File: src/rtl/rs232_to_axis.sv
// rs232_to_axis: RS-232 receiver feeding a 4-entry AXI-stream FIFO with RTS flow control
module rs232_to_axis #(
  parameter int CLOCK_FREQ = 133000000,
  parameter int BAUD_RATE  = 115200
) (
  input  logic       clock,
  input  logic       reset,
  input  logic       rxd,
  output logic       rtsn,
  output logic [7:0] odata,
  output logic       ovalid,
  input  logic       oready,
  output logic       ferror,
  output logic       overrun
);
  localparam int BAUD_COUNT = CLOCK_FREQ / BAUD_RATE;
  localparam int CW = $clog2(BAUD_COUNT);
  localparam logic [CW-1:0] FULL = CW'(BAUD_COUNT - 1);
  localparam logic [CW-1:0] HALF = CW'(BAUD_COUNT / 2 - 1);
  localparam logic [2:0] S_IDLE = 3'd0, S_START = 3'd1, S_DATA = 3'd2, S_STOP = 3'd3, S_BREAK = 3'd4;
  logic          rx_meta, rxs;
  logic [2:0]    state;
  logic [CW-1:0] cnt;
  logic [2:0]    idx;
  logic [7:0]    sh;
  logic [7:0]    mem [4];
  logic [1:0]    wp, rp;
  logic [2:0]    count, count_nx;
  logic          expire, push, pop, push_ok;
  assign expire   = cnt == '0;
  assign push     = state == S_STOP && expire && rxs;
  assign pop      = ovalid && oready;
  assign push_ok  = push && (count != 3'd4 || pop);
  assign count_nx = count + {2'b0, push_ok} - {2'b0, pop};
  assign ovalid   = count != 3'd0;
  assign odata    = mem[rp];
  always_ff @(posedge clock or posedge reset)
    if (reset) begin
      rx_meta <= 1'b1;
      rxs     <= 1'b1;
    end else begin
      rx_meta <= rxd;
      rxs     <= rx_meta;
    end
  // every sample lands at the middle of a bit: half a period after the edge, then whole periods
  always_ff @(posedge clock or posedge reset)
    if (reset) begin
      state  <= S_IDLE;
      cnt    <= '0;
      idx    <= '0;
      sh     <= '0;
      ferror <= 1'b0;
    end else begin
      ferror <= state == S_STOP && expire && !rxs;
      case (state)
        S_IDLE: if (!rxs) begin
          state <= S_START;
          cnt   <= HALF;
        end
        S_START: if (expire) begin
          state <= rxs ? S_IDLE : S_DATA;
          cnt   <= FULL;
          idx   <= '0;
        end else cnt <= cnt - CW'(1);
        S_DATA: if (expire) begin
          sh    <= {rxs, sh[7:1]};
          idx   <= idx + 3'd1;
          cnt   <= FULL;
          state <= idx == 3'd7 ? S_STOP : S_DATA;
        end else cnt <= cnt - CW'(1);
        S_STOP: if (expire) state <= rxs ? S_IDLE : S_BREAK;
        else cnt <= cnt - CW'(1);
        S_BREAK: if (rxs) state <= S_IDLE;
        default: state <= S_IDLE;
      endcase
    end
  always_ff @(posedge clock or posedge reset)
    if (reset) begin
      for (int i = 0; i < 4; i++) mem[i] <= '0;
      wp      <= '0;
      rp      <= '0;
      count   <= '0;
      rtsn    <= 1'b1;
      overrun <= 1'b0;
    end else begin
      if (push_ok) mem[wp] <= sh;
      wp      <= push_ok ? wp + 2'd1 : wp;
      rp      <= pop ? rp + 2'd1 : rp;
      count   <= count_nx;
      rtsn    <= count_nx >= 3'd2;
      overrun <= push && !push_ok;
    end
endmodule

File: config.mk
export PLATFORM = sky130hd
export DESIGN_NAME = rs232_to_axis
export DESIGN_NICKNAME = d
export VERILOG_FILES = /design/src/rtl/rs232_to_axis.sv
export SDC_FILE = /design/constraint.sdc
export NUM_CORES = 1
export LEC_CHECK = 0
export CAP_MARGIN = 15
export CORE_UTILIZATION = 65
export CTS_BUF_LIST = sky130_fd_sc_hd__clkbuf_4
export DETAILED_ROUTE_END_ITERATION = 10
export GPL_TIMING_DRIVEN = 0
export HOLD_SLACK_MARGIN = 0.06
export PLACE_DENSITY = 0.85
export SETUP_SLACK_MARGIN = 0.3
export SLEW_MARGIN = 15
export SYNTH_ARGS = -nofsm -noshare
export SYNTH_HDL_FRONTEND = slang
export SYNTH_SLANG_ARGS = --single-unit
File: constraint.sdc
create_clock -name clock -period 6.1 [get_ports clock]
set_input_delay 1.22 -clock clock [delete_from_list [all_inputs] [get_ports clock]]
set_output_delay 1.22 -clock clock [all_outputs]
set_load 0.01 [all_outputs]
==> reports/results.ini <==
[worst_setup_path]
crit_path_end_kind=output pin
arrival_ns=2.49
critPathMaxFanout=10
slowest_stage=clkbuf_1
crit_chain=clkbuf_1 > mux4_2 > clkdlybuf4s50_1
cpPeakStageDelay_ns=0.63
critPathKind=reg -> out
cp_num_buf_inv=2
startpoint_type=flip-flop
required_ns=4.88
critPathTopFamily=buffers and inverters

[power]
ir_drop_v=0.000242
pwr-share-comb_pct=15.8
internal_power_uw=679
p_seq_share_pct=53.0
p_leak_uw=0.00177
netSwitchingFraction_pct=27.3
clockPowerShare_pct=31.3
power_density_nw_per_um2=250
switching_power_uw=255

[global_route]
grt-ovfl-total=0
grt_pass1_wl_mm=10.4
track_usage_pct=27.0
first_global_vias=2113
antenna_found_initial=0
grt_max_degree=58

[yosys]
syn_area_sq_um=3330
ys_warn_count=0
ys_async_sr_fraction_pct=100
ys_types=48
syn_inst=260
syn_nets=275
synth_flop_cell=dfrtp_1
synth_edf_count=0
syn_avg_cell_area_sq_um=12.8
yosys_register_bits=69
seq_area_frac_synth_pct=52.0

[clock_network]
clk_pin_slew_ns=0.11
insertion_delay_ns=0.41
cts_sinks=69
numCtsBuffers=9
cts_hold_buf=0
cts_resized=0
cts_root_buf=clkbuf_4
post_cts_buffers=0
htreeDepth=3
cts_tree=done
cts_max_path_buffers=2

[drt]
wl_mm=6.46
drtIter0Drc=213
drc=0
num_vias=2247
first_pass_iters=4
vias_per_cell=6.26
wl_per_cell_um=18.0
antenna_left=0

[sta]
hold_viol_final=0
tightest_slew_ns=0.987
whs_ns=0.364
setup_viol=0
final.setup_skew_ns=0.0107
rsz0062_at_grt=no
period_share_pct=60.9
tns_ns=0
fmax_mhz=269
fin_crit_ns=3.71
slew_headroom_pct=34.0
drv_slew=0

[finish]
stdcell_area_sq_um=3730
syn2layout_area_growth_pct=12.1
antenna_cells=0
instances_no_fill=359
most-common-layout-cells=dfrtp_1, mux2_2, clkdlybuf4s50_1
drive_gt1_share_pct=28.4
final_nets=302
final_common_cell=dfrtp_1

[die]
num_io_pins=16
rows=25
die_x_um=73.6
die_h_um=73.6
die_area_sq_um=5410
initial_core_util_pct=69.1
core_area_sq_um=4820

[place]
numPortBuffers=15
post_dp_cell_area_sq_um=3590
gp_congestion=0.870
dp_hpwl_mm=4.35
dp_cells=343

[status]
status=finished clean

[worst_hold_path]
hold_class=reg -> reg

[run]
maxCapViolCount=0

==> layout make-up <==
| type | count | area, sq um |
|---|---|---|
| well taps | 67 | 83.8 |
| inverters | 11 | 43.8 |
| repair buffers | 16 | 178 |
| flip-flops and latches | 69 | 1730 |
| plain buffers | 11 | 47.5 |
| clock inverters | 6 | 63.8 |
| fillers | 316 | 1080 |
| multi-input cells | 169 | 1510 |
| clock buffers | 10 | 75.1 |
==> Yosys cell counts (5+ instances only) <==
master,instances,share of area (%)
o31ai_1,5,1.1
clkbuf_1,5,0.56
or4_1,6,1.4
nor3_1,6,0.90
ha_1,10,3.8
nand2_1,5,0.56
dfrtp_1,66,50
a21oi_1,11,1.7
mux4_2,8,5.4
nor2_1,12,1.4
buf_2,5,0.75
inv_1,11,1.2
mux2_2,38,13
o21ai_0,6,0.90
==> state kept, by name, indices dropped and copies added (netlist names) <==
register  count
mem          32
cnt          11
sh            8
count         3
idx           3
state         3
rp            2
wp            2
ferror        1
overrun       1
rtsn          1
rx_meta       1
rxs           1
==> power by group through the flow <==
stage	clock (uW)	sequential (uW)	combinational, uW
final	292	494	147
after global routing	317	496	162
after CTS	297	494	151
after detailed placement	0	503	149
after global placement	0	502	142
after floorplan	0	502	106
==> cell families after synthesis <==
family | Yosys count | share of synthesized area, %
fa+ha+maj | 11 | 4.36
compound gates | 40 | 8.23
mux | 50 | 19.6
flops | 69 | 52.0
xor+xnor | 6 | 1.58
simple gates | 62 | 11.6
buf+inv | 22 | 2.67
==> routing by layer <==
metal / track usage [%] / wire length (um)
met1: 36.5 / 2930
met2: 41.3 / 3160
met3: 8.50 / 281
met4: 10.3 / 95
met5: 0 / 0
==> final timing paths <==
path / startpoint / endpoint / slack (ns) / cells after the start
max: rp[0] / odata[3] / 2.39 / 3
min: rx_meta / rxs / 0.36 / 0
max reg2reg: state[0] / rtsn / 2.94 / 10
min reg2reg: rx_meta / rxs / 0.36 / 0
max in group asynchronous: reset / rtsn / 4.46 / 3
min in group asynchronous: reset / overrun / 1.06 / 2
==> per-stage QoR <==
| step | setup WS (ns) | power (uW) | utilization [%] |
|---|---|---|---|
| 3_3_place_gp | 2.03 | 644 | 74.0 |
| 4_1_cts | 2.34 | 942 | 77.5 |
| 3_5_place_dp | 2.25 | 653 | 74.6 |
| 2_1_floorplan | 2.96 | 608 | - |
| 5_1_grt | 2.24 | 975 | 77.5 |
| 6_report | 2.39 | 934 | 77.5 |
No activity file was read; power rests on OpenSTA's default activity.
